[src/rtl/scurve_stream_parser_if.sv]
// S-curve stream parser bus bundle.
// Word input plus record, frame and error reporting.
interface scurve_stream_parser_if;
  logic [15:0] DataIn;
  logic        DataInEnable;
  logic        RecordValid;
  logic [1:0]  RecordMode;
  logic [5:0]  RecordChannel;
  logic [9:0]  RecordDac;
  logic [31:0] RecordData;
  logic        FrameDone;
  logic [15:0] FrameRecordCount;
  logic        ErrorPulse;
  logic [2:0]  ErrorCode;
  logic [7:0]  ErrorCount;
  logic        Busy;

  modport master (
    output DataIn,
    output DataInEnable,
    input  RecordValid,
    input  RecordMode,
    input  RecordChannel,
    input  RecordDac,
    input  RecordData,
    input  FrameDone,
    input  FrameRecordCount,
    input  ErrorPulse,
    input  ErrorCode,
    input  ErrorCount,
    input  Busy
  );

  modport slave (
    input  DataIn,
    input  DataInEnable,
    output RecordValid,
    output RecordMode,
    output RecordChannel,
    output RecordDac,
    output RecordData,
    output FrameDone,
    output FrameRecordCount,
    output ErrorPulse,
    output ErrorCode,
    output ErrorCount,
    output Busy
  );
endinterface

[src/rtl/scurve_stream_parser.sv]
// S-curve USB stream parser.
// Decodes framed channel/DAC/payload words into records.
module scurve_stream_parser #(
  parameter logic [15:0] TIMEOUT_CYCLES = 16'd40000
) (
  input logic             Clk,
  input logic             reset,
  scurve_stream_parser_if.slave bus
);

  typedef enum logic [2:0] {
    IDLE,
    WAIT_CHN,
    WAIT_DAC,
    PAY_HI,
    PAY_LO,
    WAIT_NEXT
  } state_t;

  localparam logic [15:0] W_HDR  = 16'h5343;
  localparam logic [15:0] W_TAIL = 16'hFF45;
  localparam logic [15:0] W_UNM  = 16'h43FF;

  state_t      state;
  logic [1:0]  mode;
  logic [5:0]  chn;
  logic [9:0]  dac;
  logic [15:0] pay_hi;
  logic [5:0]  exp_chn;
  logic [15:0] rec_cnt;
  logic [15:0] tmo_cnt;

  logic [15:0] d;
  logic        en;
  logic        is_hdr;
  logic        is_tail;
  logic        is_unm;
  logic        is_sch;
  logic        is_ach;
  logic        is_dac;
  logic        is_chw;
  logic [1:0]  w_mode;
  logic [5:0]  w_chn;
  logic        ach_bad;
  logic        tmo_hit;
  logic        err;
  logic [2:0]  err_code;

  assign d  = bus.DataIn;
  assign en = bus.DataInEnable;

  assign is_hdr  = d == W_HDR;
  assign is_tail = d == W_TAIL;
  assign is_unm  = d == W_UNM;
  assign is_sch  = d[15:8] == 8'h43 && d[7:6] == 2'b00;
  assign is_ach  = d[15:8] == 8'h63 && d[7:6] == 2'b00;
  assign is_dac  = d[15:12] == 4'hD && d[11:10] == 2'b00;
  assign is_chw  = is_sch | is_ach | is_unm;
  assign ach_bad = is_ach && d[5:0] != exp_chn;

  assign tmo_hit = state != IDLE &&
                   !en &&
                   tmo_cnt == TIMEOUT_CYCLES;

  assign bus.Busy = state != IDLE;

  // Mode and channel carried by a channel-class word.
  always_comb begin
    w_mode = 2'b00;
    w_chn  = d[5:0];
    unique case (1'b1)
      is_sch: w_mode = 2'b01;
      is_ach: w_mode = 2'b10;
      is_unm: begin
        w_mode = 2'b11;
        w_chn  = 6'd63;
      end
      default: w_mode = 2'b00;
    endcase
  end

  // Protocol error detection for the current cycle.
  always_comb begin
    err      = 1'b0;
    err_code = 3'd0;
    if (en) begin
      case (state)
        WAIT_CHN: begin
          if (is_hdr) begin
            err = 1'b1; err_code = 3'd4;
          end else if (!is_chw) begin
            err = 1'b1; err_code = 3'd1;
          end else if (ach_bad) begin
            err = 1'b1; err_code = 3'd2;
          end
        end
        WAIT_DAC: begin
          if (is_hdr) begin
            err = 1'b1; err_code = 3'd4;
          end else if (!is_dac) begin
            err = 1'b1; err_code = 3'd1;
          end
        end
        WAIT_NEXT: begin
          if (is_hdr) begin
            err = 1'b1; err_code = 3'd4;
          end else if (is_chw && w_mode != mode) begin
            err = 1'b1; err_code = 3'd1;
          end else if (ach_bad) begin
            err = 1'b1; err_code = 3'd2;
          end else if (!(is_chw | is_dac | is_tail)) begin
            err = 1'b1; err_code = 3'd1;
          end
        end
        default: begin
          err      = 1'b0;
          err_code = 3'd0;
        end
      endcase
    end else if (tmo_hit) begin
      err      = 1'b1;
      err_code = 3'd3;
    end
  end

  // Inter-word idle counter while a frame is open.
  always_ff @(posedge Clk or posedge reset) begin
    if (reset) begin
      tmo_cnt <= 16'd0;
    end else if (en || state == IDLE || tmo_hit) begin
      tmo_cnt <= 16'd0;
    end else begin
      tmo_cnt <= tmo_cnt + 16'd1;
    end
  end

  // Error pulse, sticky code and saturating count.
  always_ff @(posedge Clk or posedge reset) begin
    if (reset) begin
      bus.ErrorPulse <= 1'b0;
      bus.ErrorCode  <= 3'd0;
      bus.ErrorCount <= 8'd0;
    end else begin
      bus.ErrorPulse <= err;
      if (err) begin
        bus.ErrorCode <= err_code;
        if (bus.ErrorCount != 8'hFF) begin
          bus.ErrorCount <= bus.ErrorCount + 8'd1;
        end
      end
    end
  end

  // Frame FSM with registered record and frame outputs.
  always_ff @(posedge Clk or posedge reset) begin
    if (reset) begin
      state                <= IDLE;
      mode                 <= 2'b00;
      chn                  <= 6'd0;
      dac                  <= 10'd0;
      pay_hi               <= 16'd0;
      exp_chn              <= 6'd0;
      rec_cnt              <= 16'd0;
      bus.RecordValid      <= 1'b0;
      bus.RecordMode       <= 2'b00;
      bus.RecordChannel    <= 6'd0;
      bus.RecordDac        <= 10'd0;
      bus.RecordData       <= 32'd0;
      bus.FrameDone        <= 1'b0;
      bus.FrameRecordCount <= 16'd0;
    end else begin
      bus.RecordValid <= 1'b0;
      bus.FrameDone   <= 1'b0;
      if (en) begin
        if (is_hdr && state != PAY_HI &&
            state != PAY_LO) begin
          state   <= WAIT_CHN;
          rec_cnt <= 16'd0;
          exp_chn <= 6'd0;
        end else if (err) begin
          state <= IDLE;
        end else begin
          case (state)
            WAIT_CHN: begin
              mode  <= w_mode;
              chn   <= w_chn;
              state <= WAIT_DAC;
              if (is_ach) exp_chn <= exp_chn + 6'd1;
            end
            WAIT_DAC: begin
              dac   <= d[9:0];
              state <= PAY_HI;
            end
            PAY_HI: begin
              pay_hi <= d;
              state  <= PAY_LO;
            end
            PAY_LO: begin
              bus.RecordValid   <= 1'b1;
              bus.RecordMode    <= mode;
              bus.RecordChannel <= chn;
              bus.RecordDac     <= dac;
              bus.RecordData    <= {pay_hi, d};
              if (rec_cnt != 16'hFFFF) begin
                rec_cnt <= rec_cnt + 16'd1;
              end
              state <= WAIT_NEXT;
            end
            WAIT_NEXT: begin
              unique case (1'b1)
                is_dac: begin
                  dac   <= d[9:0];
                  state <= PAY_HI;
                end
                is_tail: begin
                  bus.FrameDone        <= 1'b1;
                  bus.FrameRecordCount <= rec_cnt;
                  state                <= IDLE;
                end
                is_chw: begin
                  chn   <= w_chn;
                  state <= WAIT_DAC;
                  if (is_ach) exp_chn <= exp_chn + 6'd1;
                end
                default: state <= IDLE;
              endcase
            end
            default: state <= IDLE;
          endcase
        end
      end else if (tmo_hit) begin
        state <= IDLE;
      end
    end
  end

endmodule

[src/flat_wrapper.sv]
// flat-port wrapper written by rule: the top's interface ports become plain ports
module scurve_stream_parser_flat 
#(
  parameter logic [15:0] TIMEOUT_CYCLES = 16'd40000
)
  (Clk, reset, bus_DataIn, bus_DataInEnable, bus_RecordValid, bus_RecordMode, bus_RecordChannel, bus_RecordDac, bus_RecordData, bus_FrameDone, bus_FrameRecordCount, bus_ErrorPulse, bus_ErrorCode, bus_ErrorCount, bus_Busy);
  scurve_stream_parser_if bus_i ();
  input logic Clk;
  input logic reset;
  input wire logic [$bits(bus_i.DataIn)-1:0] bus_DataIn;
  input wire logic [$bits(bus_i.DataInEnable)-1:0] bus_DataInEnable;
  output wire logic [$bits(bus_i.RecordValid)-1:0] bus_RecordValid;
  output wire logic [$bits(bus_i.RecordMode)-1:0] bus_RecordMode;
  output wire logic [$bits(bus_i.RecordChannel)-1:0] bus_RecordChannel;
  output wire logic [$bits(bus_i.RecordDac)-1:0] bus_RecordDac;
  output wire logic [$bits(bus_i.RecordData)-1:0] bus_RecordData;
  output wire logic [$bits(bus_i.FrameDone)-1:0] bus_FrameDone;
  output wire logic [$bits(bus_i.FrameRecordCount)-1:0] bus_FrameRecordCount;
  output wire logic [$bits(bus_i.ErrorPulse)-1:0] bus_ErrorPulse;
  output wire logic [$bits(bus_i.ErrorCode)-1:0] bus_ErrorCode;
  output wire logic [$bits(bus_i.ErrorCount)-1:0] bus_ErrorCount;
  output wire logic [$bits(bus_i.Busy)-1:0] bus_Busy;
  assign bus_i.DataIn = bus_DataIn;
  assign bus_i.DataInEnable = bus_DataInEnable;
  assign bus_RecordValid = bus_i.RecordValid;
  assign bus_RecordMode = bus_i.RecordMode;
  assign bus_RecordChannel = bus_i.RecordChannel;
  assign bus_RecordDac = bus_i.RecordDac;
  assign bus_RecordData = bus_i.RecordData;
  assign bus_FrameDone = bus_i.FrameDone;
  assign bus_FrameRecordCount = bus_i.FrameRecordCount;
  assign bus_ErrorPulse = bus_i.ErrorPulse;
  assign bus_ErrorCode = bus_i.ErrorCode;
  assign bus_ErrorCount = bus_i.ErrorCount;
  assign bus_Busy = bus_i.Busy;
  scurve_stream_parser #(.TIMEOUT_CYCLES(TIMEOUT_CYCLES)) u_core (.Clk(Clk), .reset(reset), .bus(bus_i));
endmodule
[config.mk]
export PLATFORM = sky130hd
export DESIGN_NAME = scurve_stream_parser_flat
export DESIGN_NICKNAME = d
export VERILOG_FILES = /design/src/rtl/scurve_stream_parser_if.sv /design/src/rtl/scurve_stream_parser.sv /design/src/flat_wrapper.sv
export SDC_FILE = /design/constraint.sdc
export NUM_CORES = 1
export LEC_CHECK = 0
export CAP_MARGIN = 20
export CORE_ASPECT_RATIO = 0.75
export CORE_UTILIZATION = 50
export CTS_CLUSTER_SIZE = 24
export DETAILED_ROUTE_END_ITERATION = 8
export PLACE_DENSITY = 0.83
export SLEW_MARGIN = 15
export SYNTH_ARGS = -nofsm -noshare
export SYNTH_HDL_FRONTEND = slang
export SYNTH_SLANG_ARGS = --single-unit
[constraint.sdc]
create_clock -name Clk -period 12.7 [get_ports Clk]
set_clock_uncertainty 0.1 [all_clocks]
set_input_delay 2.54 -clock Clk [delete_from_list [all_inputs] [get_ports Clk]]
set_output_delay 2.54 -clock Clk [all_outputs]
set_load 0.05 [all_outputs]
== Word level (Yosys, flattened, before mapping) ==
Index checks and enable logic that the tools add are counted.

* Add/subtract/negate cells: 4
* Eq/ne operators: 22
* Multiplexer cells: 55
* Bitwise operators: 6
* Reductions and logical operators: 31

{| class="wikitable"
|+ Operators by type and width
! operator !! number
|-
| 16-bit two-way mux || 5
|-
| 6-bit two-way mux || 6
|-
| 3-bit two-way mux || 11
|-
| 16-bit by 1-bit adder with 16-bit output, second input constant || 2
|-
| 16-bit by 15-bit == test with 1-bit output, second input constant || 2
|-
| 16-bit == test, second input constant || 2
|-
| 6-bit case mux with 2 select lines || 2
|-
| 1-bit two-way mux || 22
|-
| 10-bit case mux with 2 select lines || 1
|-
| 4-bit AND reduction || 5
|-
| 8-bit by 7-bit == test with 1-bit output, second input constant || 2
|-
| 16-bit != test, second input constant || 1
|-
| 3-bit case mux with 5 select lines || 1
|-
| 5-bit AND reduction || 3
|-
| 10-bit two-way mux || 1
|-
| 2-bit nonzero test || 5
|-
| 1-bit logical AND || 9
|-
| 3-bit case mux with 3 select lines || 1
|-
| 8-bit by 1-bit adder with 8-bit output, second input constant || 1
|-
| 8-bit != test, second input constant || 1
|-
| 6-bit by 1-bit adder with 6-bit output, second input constant || 1
|-
| 3-bit by 2-bit == test with 1-bit output, second input constant || 2
|-
| 3-bit == test, second input constant || 2
|-
| 6-bit != test || 1
|-
| other kinds (20) || 29
|}

* Register bits: 155
* Input bits: 19
* Output and inout bits: 81

== Depth between registers and ports, before layout ==
Gate-level depths: netlist (run 1).

* Word-level depth: 15
* Mapped depth: 11
* Depth with buffers taken out: 9

== Worst setup path after synthesis (run 1) ==
Ideal clock, no wire load.

* Kind: input to register
* From: input bus_DataIn[4]
* To: register u_core.bus.RecordData[10]
* Setup time: 0.125 ns
* Arrival time: 5.031 ns
* Data required time: 12.475 ns
* Slack: 7.444 ns
* Stages: 11
* Buffers on the path: 4
* Cells stage by stage: buf_2 or4_1 or3_1 buf_2 nor2_2 o22ai_1 o21a_1 buf_6 nor3_4 buf_6 mux2_2

* Cells in the longest elaborated chain, start to end: 12
* Elaborated cells between the ends (all ways): 26
* Classes of those cells: eq/ne (5); mux (11); bitwise (5); reduce/logical (5)

{| class="wikitable"
|+ RTL lines
! element !! RTL line !! RTL
|-
| start: declaration || flat_wrapper.sv:10 || <nowiki>input wire logic [$bits(bus_i.DataIn)-1:0] bus_DataIn;</nowiki>
|-
| 16-bit by 15-bit == test with 1-bit output || scurve_stream_parser.sv:54 || <nowiki>assign is_unm = d == W_UNM;</nowiki>
|-
| 1-bit OR || scurve_stream_parser.sv:58 || <nowiki>assign is_chw = is_sch | is_ach | is_unm;</nowiki>
|-
| 1-bit OR (2 in series) || scurve_stream_parser.sv:111 || <nowiki>end else if (!(is_chw | is_dac | is_tail)) begin</nowiki>
|-
| 1-bit two-way mux || scurve_stream_parser.sv:111 ||
|-
| 1-bit two-way mux || scurve_stream_parser.sv:109 || <nowiki>end else if (ach_bad) begin</nowiki>
|-
| 1-bit two-way mux || scurve_stream_parser.sv:107 || <nowiki>end else if (is_chw && w_mode != mode) begin</nowiki>
|-
| 1-bit two-way mux || scurve_stream_parser.sv:105 || <nowiki>if (is_hdr) begin</nowiki>
|-
| 1-bit case mux with 3 select lines || scurve_stream_parser.sv:87 || <nowiki>case (state)</nowiki>
|-
| 1-bit two-way mux || scurve_stream_parser.sv:86 || <nowiki>if (en) begin</nowiki>
|-
| 1-bit NOT (no source line) || - ||
|-
| 4-bit AND reduction (no source line) * || - ||
|-
| end signal: assignment || scurve_stream_parser.sv:203 || <nowiki>bus.RecordData <= {pay_hi, d};</nowiki>
|-
| end: declaration || scurve_stream_parser_if.sv:41 || <nowiki>output RecordData,</nowiki>
|}

Every way passes the cells marked *; elsewhere a longest branch is shown, timed or not.
A chain may end at the register's enable or synchronous reset.

== Final worst setup path (run 1) ==
* From: input bus_DataIn[5]
* To: register u_core.bus.RecordDac[1]

* Cells in the longest elaborated chain, start to end: 12
* Elaborated cells between the ends (all ways): 26
* Classes of those cells: eq/ne (5); mux (11); bitwise (5); reduce/logical (5)

{| class="wikitable"
|+ RTL lines
! element !! RTL line !! RTL
|-
| 16-bit by 15-bit == test with 1-bit output || scurve_stream_parser.sv:54 ||
|-
| 1-bit OR || scurve_stream_parser.sv:58 ||
|-
| 1-bit OR (2 in series) || scurve_stream_parser.sv:111 ||
|-
| 1-bit two-way mux || scurve_stream_parser.sv:111 ||
|-
| 1-bit two-way mux || scurve_stream_parser.sv:109 ||
|-
| 1-bit two-way mux || scurve_stream_parser.sv:107 ||
|-
| 1-bit two-way mux || scurve_stream_parser.sv:105 ||
|-
| 1-bit case mux with 3 select lines || scurve_stream_parser.sv:87 ||
|-
| 1-bit two-way mux || scurve_stream_parser.sv:86 ||
|-
| 1-bit NOT (no source line) || - ||
|-
| 4-bit AND reduction (no source line) * || - ||
|-
| end signal: assignment || scurve_stream_parser.sv:167 || <nowiki>bus.RecordDac <= 10'd0;</nowiki>
|-
| end signal: assignment || scurve_stream_parser.sv:202 || <nowiki>bus.RecordDac <= dac;</nowiki>
|-
| end: declaration || scurve_stream_parser_if.sv:40 || <nowiki>output RecordDac,</nowiki>
|}

Marked as above.

==> results of run 1 <==
-- sequential cells by signal, summed over array words and instances, names as in the netlist --
| signal | flops |
|---|---|
| u_core.bus.ErrorCount | 8 |
| u_core.bus.RecordDac | 10 |
| u_core.tmo_cnt | 16 |
| u_core.dac | 10 |
| u_core.bus.FrameRecordCount | 16 |
| u_core.bus.FrameDone | 1 |
| u_core.mode | 2 |
| u_core.rec_cnt | 16 |
| u_core.bus.ErrorPulse | 1 |
| u_core.bus.RecordData | 32 |
| u_core.bus.ErrorCode | 3 |
| u_core.bus.RecordChannel | 6 |
| u_core.exp_chn | 6 |
| u_core.pay_hi | 16 |
| u_core.chn | 6 |
| u_core.state | 3 |
| u_core.bus.RecordMode | 2 |
| u_core.bus.RecordValid | 1 |
-- layer usage --
metal,part of all wire [%],track usage (%),routed length [um],vias to the layer above
met1,44,31.1,7070,2538
met2,47,35.9,7430,174
met4,1.7,7.45,265,0
met5,0,0,0,-
met3,7.0,7.18,1120,30
li1,-,-,-,2359
-- how the worst min path moves through the flow --
| stage | startpoint | endpoint | cells past startpoint |
|---|---|---|---|
| floorplan | u_core.chn[0] | u_core.bus.RecordChannel[0] | 1 |
| global placement | u_core.chn[0] | u_core.bus.RecordChannel[0] | 1 |
| detailed placement | u_core.bus.FrameRecordCount[6] | u_core.bus.FrameRecordCount[6] | 1 |
| CTS | u_core.chn[1] | u_core.bus.RecordChannel[1] | 1 |
| global route | u_core.bus.RecordData[14] | u_core.bus.RecordData[14] | 1 |
| finish | u_core.bus.FrameRecordCount[7] | u_core.bus.FrameRecordCount[7] | 1 |
-- cells in the mapped netlist (3+ instances only) --
master	count
and2_1	3
nor3_1	11
buf_6	8
mux2_2	47
xor2_1	11
nor4b_1	13
buf_2	3
dfrtp_1	155
mux2i_1	7
nand3_1	24
nand2_1	31
o22ai_1	3
mux2_1	55
and3_1	12
a21oi_1	9
or4_1	3
nand2b_1	6
o21ai_0	14
xnor2_1	24
clkbuf_1	18
or3_1	3
inv_1	17
a31oi_1	7
nor2_1	53
nand4_1	14
ha_1	5
and4_1	4
-- power groups by stage --
stage / Clock [mW] / Combinational [mW] / Sequential, mW
finish: 0.491 / 0.731 / 0.733
global route: 0.522 / 0.772 / 0.752
CTS: 0.499 / 0.735 / 0.733
detailed placement: 0 / 0.731 / 0.738
global placement: 0 / 0.715 / 0.729
floorplan: 0 / 0.265 / 0.965
-- stage by stage --
step | worst slack (ns) | total power, mW | util (%) | instance area (um^2)
2_1_floorplan | 5.88 | 1.23 | - | 7190
3_3_place_gp | 6.39 | 1.44 | 59.4 | 8250
3_5_place_dp | 6.31 | 1.47 | 59.4 | 8250
4_1_cts | 6.72 | 1.97 | 63.5 | 8830
5_1_grt | 6.61 | 2.05 | 63.7 | 8850
6_report | 6.81 | 1.96 | 63.7 | 8850
-- layout make-up --
type                    instances  area, um^2
well taps                     175         219
multi-input cells             403        3070
clock inverters                11         108
inverters                      17        68.8
repair buffers                103        1030
flip-flops and latches        155        3880
fillers                      1057        5040
clock buffers                  21         470
-- critical path, stage by stage --
cell             delay, ns
clkdlybuf4s50_1       0.64
or4_1                 0.57
or3_1                 0.44
nor2_2                0.16
o22ai_1               0.13
o21a_1                0.40
nor3_4                0.18
buf_4                 0.57
mux2_1                0.41
-- cells by family (layout without fill, tap and decap cells) --
logic type,Yosys count,after routing,share of synthesized area [%]
adder cells (fa/ha/maj),5,5,0.870
flip-flops,155,155,53.9
XOR/XNOR,35,35,4.26
buffers and inverters,47,152,3.39
AND/OR/NAND/NOR,200,200,15.6
multiplexers,109,109,16.9
AO/OA/AOI/OAI,54,54,4.94
==> run_results.csv, run 1 <==
group,metric,value,unit
run_status,status,"completed",
worst_setup_path,arrival,6.08,ns
timing,fmax,170,MHz
worst_setup_path,reg2reg_to,"u_core.bus.RecordDac[1]",
drt,drt_iter0_drc,403,
synthesis,async_flop_share,100,%
placed_design,portBuffers,99,
pwr,p_comb_share,37.4,%
final_layout,layout-drive-gt1-share,14.1,%
pwr,clock_power_share,25.1,%
cts,clock-root-buffer,"clkbuf_16",
timing,holdWs,0.382,ns
global_routing,grt_pass1_vias,5133,
pwr,internal-power,1.19,mW
synthesis,ys_seq_area_share,53.9,%
timing,setup-violations-final,0,
drt,drc,0,
timing,tns,0,ns
synthesis,ys_ff_latch,155,
global_routing,grt.total_usage,23.1,%
drt,drt-wirelength-per-cell,17.9,um
cts,cts_buffers,17,
pwr,power_switching,0.767,mW
worst_setup_path,crit_required,12.90,ns
drt,vias,5101,
floorplan,die_height,106,um
worst_setup_path,worstRegToRegCells,7,
cts,clock_path_buffers,2,
pwr,power_frac_seq,37.5,%
timing,slew_headroom,28.4,%
final_layout,final_cells,885,
synthesis,ys.flop_type,"dfrtp_1",
final_layout,final_nets,721,
timing,fin_crit_sh,46.4,%
floorplan,rows,37,
worst_setup_path,reg2reg_from,"u_core.state[2]",
floorplan,start_util,51.8,%
worst_setup_path,setup.worst_path.start,"bus_DataIn[5]",
synthesis,synth-edff-count,0,
worst_setup_path,cp-start-kind,"input pin",
final_layout,final_cell_mix,"155 x dfrtp_1, 99 x clkdlybuf4s50_1, 55 x mux2_1",
pwr,p_sw_share,39.2,%
floorplan,core_area,0.0139,mm^2
global_routing,antenna_found_initial,0,
worst_setup_path,setup.worst_path.end_class,"register",
synthesis,yosysTopAreaCell,"dfrtp_1",
pwr,leakage,3.85,nW
placed_design,dpl.cell_count,852,
synthesis,syn_area_per_cell,11.9,um^2
cts,postCtsHoldBufs,0,
synthesis,synth_area_leaders,"dfrtp_1 54%, mux2_1 8.6%, mux2_2 7.4%, xnor2_1 2.9%, nor2_1 2.8%",
worst_setup_path,crit_type,"in -> reg",
worst_setup_path,crit_end,"u_core.bus.RecordDac[1]",
final_layout,n_antenna_cell,0,
synthesis,synth.distinct_cells,61,
global_routing,grt_max_degree,86,
drt,wirelength,15900,um
cts,clk_latency,0.43,ns
timing,slew_violations,0,
final_layout,syn_to_final_growth,23.0,%
timing,rsz0062_at_grt,"no",
synthesis,syn-num-nets,629,
worst_setup_path,ff2ff_setup_slack,9.18,ns
run,max_cap_violations,0,
worst_hold_path,hold_path_class,"reg -> reg",
synthesis,syn_area,0.00719,mm^2
floorplan,io_pins,100,
pwr,power.density,221,mW/mm^2
synthesis,yosysWarnings,0,
cts,clkTransAtPathRegs,0.06,ns
worst_setup_path,path_max_fanout,52,
drt,ant_nets,0,
timing,hold_violations,0,
global_routing,grt_overflow,0,
floorplan,die_area,0.0149,mm^2
synthesis,synth_top_area_share,53.9,%
placed_design,dp_hpwl,10900,um
floorplan,die-width,140,um
final_layout,final_common_cell,"dfrtp_1",
cts,h-tree-depth,4,
placed_design,globalplace.congestion,0.955,
timing,final.min_clock_period,5.89,ns
pwr,ir_worst_vdd,0.000184,V
cts,postCtsSetupRepairBufs,0,
cts,tritoncts,"built",
timing,worst_slew_pin_slew,1.07,ns
global_routing,grt_pass1_wl,26500,um
drt,via_per_inst,5.76,
synthesis,synthCells,605,
cts,clock-sinks,155,
drt,firstDrtPassIters,5,
cts,cts_resized,0,
No activity file was read; power rests on OpenSTA's default activity.
==> run 2, diff against run 1 <==
==> constraint.sdc (replaced) <==
create_clock -name Clk -period 5.7 [get_ports Clk]
set_clock_uncertainty 0.1 [all_clocks]
set_input_delay 1.14 -clock Clk [delete_from_list [all_inputs] [get_ports Clk]]
set_output_delay 1.14 -clock Clk [all_outputs]
set_load 0.05 [all_outputs]
==> run 2 against run 1 <==
Sequential cell count unchanged. Die area did not move. Register-to-register slack lost 6.9 ns. Utilization is 0.19 points higher. First-iteration DRC count is 22% lower. Setup slack worse by 5.5 ns. Power is 120% higher. Final cell count rose by 0.23%.
==> run_results.csv, run 2 (same netlist as run 1, synthesis figures left out) <==
group,metric,value,unit
final_layout,final_common_cell,"dfrtp_1",
global_routing,grt_use_met3,6.91,%
worst_setup_path,setup.worst_path.end_class,"register",
floorplan,die_height,106,um
drt,drc,0,
worst_setup_path,crit_buf_inv,1,
floorplan,die_area,0.0149,mm^2
final_layout,n_antenna_cell,0,
pwr,internal-power,2.63,mW
worst_setup_path,cp-start-kind,"input pin",
pwr,power_frac_seq,37.2,%
global_routing,use_met1,32.3,%
worst_setup_path,reg2reg_to,"u_core.bus.FrameRecordCount[1]",
worst_hold_path,min_to,"u_core.bus.FrameRecordCount[7]",
floorplan,core_area,0.0139,mm^2
drt,via_per_inst,5.80,
worst_setup_path,setup.worst_path.start,"bus_DataIn[10]",
worst_setup_path,worstRegToRegCells,6,
cts,postCtsSetupRepairBufs,0,
global_routing,top_usage_layer,"met2",
worst_setup_path,cp_cell_sequence,"clkdlybuf4s50_1 > or4_1 > or2_2 > o21ai_0 > o22ai_1 > o21a_1 > nor3_4 > mux2_1",
floorplan,rows,37,
timing,fin_crit_sh,77.4,%
cts,clock-sinks,155,
global_routing,grt_max_degree,84,
timing,final.min_clock_period,4.41,ns
drt,wirelength,15900,um
final_layout,top_register,"u_core.bus.RecordData",
placed_design,dp_hpwl,10900,um
cts,h-tree-depth,4,
global_routing,antenna_found_initial,0,
drt,vias,5149,
cts,clkTransAtPathRegs,0.07,ns
floorplan,io_pins,100,
run,max_cap_violations,0,
pwr,p_comb_share,37.5,%
pwr,power.density,494,mW/mm^2
worst_setup_path,critical_path.max_stage_delay,0.72,ns
pwr,power_switching,1.75,mW
pwr,leakage,3.85,nW
final_layout,largest_reg_flops,32,
cts,tritoncts,"built",
worst_setup_path,path_delay_family,"simple AND/OR/NAND/NOR gates",
worst_setup_path,arrival,4.61,ns
cts,cts_resized,0,
timing,fmax,227,MHz
timing,worst_slew_pin_slew,1.06,ns
final_layout,layout-drive-gt1-share,14.5,%
worst_setup_path,reg2reg_from,"u_core.state[2]",
global_routing,grt_overflow,0,
pwr,p_sw_share,40.0,%
global_routing,grt_pass1_vias,5280,
cts,postCtsHoldBufs,0,
drt,firstDrtPassIters,6,
worst_hold_path,holdCritStartpoint,"u_core.bus.FrameRecordCount[7]",
cts,clock_path_buffers,2,
cts,cts_buffers,17,
run_status,status,"completed",
floorplan,start_util,51.8,%
drt,drt-wirelength-per-cell,17.9,um
timing,tns,0,ns
timing,slew_violations,0,
timing,hold_violations,0,
drt,ant_nets,0,
floorplan,die-width,140,um
pwr,ir_worst_vdd,0.000378,V
timing,holdWs,0.387,ns
cts,clk_latency,0.42,ns
worst_setup_path,crit_required,5.90,ns
cts,clock-root-buffer,"clkbuf_16",
worst_setup_path,ff2ff_setup_slack,2.26,ns
final_layout,final_cell_mix,"155 x dfrtp_1, 99 x clkdlybuf4s50_1, 55 x mux2_1",
placed_design,portBuffers,99,
global_routing,met2_usage,36.2,%
drt,drt_iter0_drc,316,
worst_hold_path,hold_path_class,"reg -> reg",
worst_hold_path,holdPathStages,1,
placed_design,globalplace.congestion,0.894,
timing,setup-violations-final,0,
final_layout,final_nets,723,
global_routing,grt.total_usage,23.8,%
final_layout,syn_to_final_growth,23.4,%
global_routing,grt_pass1_wl,27200,um
worst_setup_path,path_max_fanout,16,
timing,slew_headroom,29.6,%
worst_setup_path,crit_type,"in -> reg",
worst_setup_path,cp_slowest_cell,"nor3_4",
timing,rsz0062_at_grt,"no",
pwr,clock_power_share,25.3,%
## run 2: per-layer routing
metal / wire length [um] / share of wire, %
met4: 282 / 1.8
met1: 7120 / 45
met5: 0 / 0
met2: 7380 / 46
met3: 1130 / 7.1
## run 2: metrics by stage
stage	utilization, %	setup WS (ns)	std cells	power [mW]	area [um^2]
finish	63.9	1.29	887	4.38	8870
global route	63.9	1.01	887	4.59	8870
CTS	63.8	1.33	887	4.41	8870
detailed placement	59.6	0.883	855	3.28	8280
global placement	59.6	0.975	855	3.23	8280
floorplan	-	0.282	605	2.74	7190
## run 2: final cells by class
| cell class | count | area (um^2) |
|---|---|---|
| inverter | 17 | 68.8 |
| sequential | 155 | 3880 |
| clock buffer | 17 | 425 |
| multi-input combinational | 403 | 3070 |
| timing repair buffer | 105 | 1050 |
| fill | 1040 | 5020 |
| tap | 175 | 219 |
| clock inverter | 15 | 159 |
## run 2: power by group through the flow
stage / clock, mW / combinational [mW] / sequential (mW)
finish: 1.11 / 1.64 / 1.63
floorplan: 0 / 0.590 / 2.15
global placement: 0 / 1.61 / 1.62
CTS: 1.13 / 1.65 / 1.63
global route: 1.18 / 1.74 / 1.67
detailed placement: 0 / 1.64 / 1.64
## run 2: worst max path at each step
stage / to / slack, ns / cells past startpoint
6_report: u_core.bus.FrameRecordCount[1] / 1.29 / 8
5_1_grt: u_core.bus.FrameRecordCount[11] / 1.01 / 8
4_1_cts: u_core.bus.FrameRecordCount[11] / 1.33 / 8
3_5_place_dp: u_core.bus.FrameRecordCount[11] / 0.88 / 8
3_3_place_gp: u_core.bus.FrameRecordCount[10] / 0.97 / 8
2_1_floorplan: u_core.bus.ErrorCode[0] / 0.28 / 1
==> run 3, diff against run 2 <==
--- a/config.mk
+++ b/config.mk
@@ -10,7 +10,7 @@
 export CORE_UTILIZATION = 50
 export CTS_CLUSTER_SIZE = 24
 export DETAILED_ROUTE_END_ITERATION = 8
-export PLACE_DENSITY = 0.83
+export PLACE_DENSITY = 0.86
 export SLEW_MARGIN = 15
 export SYNTH_ARGS = -nofsm -noshare
 export SYNTH_HDL_FRONTEND = slang
==> constraint.sdc (replaced) <==
create_clock -name Clk -period 3.85 [get_ports Clk]
set_clock_uncertainty 0.1 [all_clocks]
set_input_delay 0.77 -clock Clk [delete_from_list [all_inputs] [get_ports Clk]]
set_output_delay 0.77 -clock Clk [all_outputs]
set_load 0.05 [all_outputs]
==> run 3 against run 2 <==
Via count grew 5.1%. Power is 52% higher. Die area is the same. Cell area up 5.0%. Worst hold slack worse by 0.0013 ns. Utilization grew 3.2 points. Combinational power grew 55%. Global-route usage rose by 2.1 points. First-iteration DRC count up 34%. Sequential power grew 48%.
==> run_results.csv, run 3 (same netlist as run 1, synthesis figures left out) <==
group,metric,value,unit
drt,drt-wirelength-per-cell,19.0,um
pwr,leakage,4.12,nW
cts,postCtsSetupRepairBufs,0,
final_layout,multiInputGateArea,0.00307,mm^2
cts,h-tree-depth,4,
timing,final.min_clock_period,3.65,ns
floorplan,core_area,0.0139,mm^2
pwr,power.density,717,mW/mm^2
worst_setup_path,reg2reg_to,"u_core.bus.RecordData[19]",
drt,wirelength,17800,um
global_routing,grt_max_degree,156,
timing,worst_slew_pin_slew,0.867,ns
worst_setup_path,crit_required,4.05,ns
floorplan,die-width,140,um
worst_setup_path,path_delay_family,"simple AND/OR/NAND/NOR gates",
worst_setup_path,crit_type,"in -> reg",
pwr,ir_worst_vdd,0.000618,V
placed_design,portBuffers,99,
drt,vias,5414,
worst_setup_path,cp_cell_sequence,"clkdlybuf4s50_1 > or4_1 > or2_2 > o21ai_0 > o22ai_1 > o21a_1 > nor3_4 > buf_12 > mux2_1",
final_layout,top_register,"u_core.bus.RecordData",
placed_design,dpl_worst_slack,-0.194,ns
drt,ant_nets,0,
timing,fin_crit_sh,94.7,%
global_routing,grt_pass1_wl,29000,um
floorplan,die_area,0.0149,mm^2
final_layout,largest_reg_flops,32,
floorplan,io_pins,100,
final_layout,layout-drive-gt1-share,19.9,%
worst_setup_path,crit_buf_inv,2,
drt,drc,0,
final_layout,final_common_cell,"dfrtp_1",
global_routing,grt_pass1_vias,5490,
pwr,power.total,6.68,mW
timing,fmax,274,MHz
placed_design,dp_hpwl,12300,um
final_layout,final_cells,937,
floorplan,start_util,51.8,%
floorplan,die_height,106,um
drt,drt_iter0_drc,424,
worst_hold_path,hold_path_class,"reg -> reg",
timing,tns,0,ns
cts,tritoncts,"built",
cts,clock_path_buffers,2,
timing,holdWs,0.385,ns
final_layout,n_antenna_cell,0,
timing,setup-violations-final,0,
placed_design,globalplace.congestion,0.972,
worst_setup_path,cp_slowest_cell,"or4_1",
final_layout,final_cell_mix,"155 x dfrtp_1, 99 x clkdlybuf4s50_1, 55 x mux2_1",
worst_setup_path,path_max_fanout,48,
timing,fin_ws,0.204,ns
final_layout,fillers,972,
worst_setup_path,critical_path.max_stage_delay,0.59,ns
worst_setup_path,cp-start-kind,"input pin",
cts,postCtsHoldBufs,0,
worst_setup_path,crit_end,"u_core.bus.RecordData[19]",
cts,clkTransAtPathRegs,0.06,ns
timing,rsz0062_at_grt,"no",
timing,slew_violations,0,
worst_setup_path,ff2ff_setup_slack,0.85,ns
cts,clock-sinks,155,
worst_setup_path,setup.worst_path.end_class,"register",
floorplan,rows,37,
worst_setup_path,arrival,3.85,ns
cts,cts_buffers,17,
worst_setup_path,worstRegToRegCells,7,
final_layout,regArea,0.00388,mm^2
worst_setup_path,reg2reg_from,"u_core.state[1]",
cts,clk_latency,0.44,ns
worst_setup_path,cp.depth,9,
cts,cts_resized,0,
run,max_cap_violations,0,
run_status,status,"completed",
final_layout,final_nets,773,
final_layout,syn_to_final_growth,29.5,%
timing,slew_headroom,42.2,%
global_routing,grt.total_usage,25.8,%
global_routing,antenna_found_initial,0,
global_routing,grt_overflow,0,
placed_design,dpl.cell_count,905,
cts,clock-root-buffer,"clkbuf_16",
worst_setup_path,setup.worst_path.start,"bus_DataIn[10]",
drt,firstDrtPassIters,5,
drt,via_per_inst,5.78,
timing,hold_violations,0,
[run 3: final cells by class]
cell class	count	area share (%)
timing repair buffer	155	15.8
sequential	155	41.6
clock inverter	14	1.81
clock buffer	18	4.71
multi-input combinational	403	32.9
inverter	17	0.725
tap	175	2.35
[run 3: power by group]
group          internal, mW  switching (mW)
sequential             2.09           0.325
clock                  1.04           0.686
combinational         0.963            1.58
total                  4.09            2.59
[run 3: metal layers]
metal  GRT usage, %  part of all wire [%]
met2           41.7                    48
met5              0                     0
met4           9.01                   1.7
met3           7.27                   6.9
met1           33.5                    44
[run 3: worst min-delay path by stage]
stage	from	to	slack, ns	cells past startpoint
after floorplan	u_core.chn[0]	u_core.bus.RecordChannel[0]	0.36	1
after global placement	u_core.dac[1]	u_core.bus.RecordDac[1]	0.37	1
after detailed placement	u_core.pay_hi[7]	u_core.bus.RecordData[23]	0.37	1
after CTS	u_core.pay_hi[7]	u_core.bus.RecordData[23]	0.39	1
after global routing	u_core.pay_hi[7]	u_core.bus.RecordData[23]	0.40	1
final	u_core.pay_hi[7]	u_core.bus.RecordData[23]	0.39	1
[run 3: stage by stage]
| step | cell area, um^2 | util (%) |
|---|---|---|
| after floorplan | 7190 | - |
| after global placement | 8710 | 62.7 |
| after detailed placement | 8710 | 62.7 |
| after CTS | 9320 | 67.1 |
| after global routing | 9320 | 67.1 |
| final | 9320 | 67.1 |
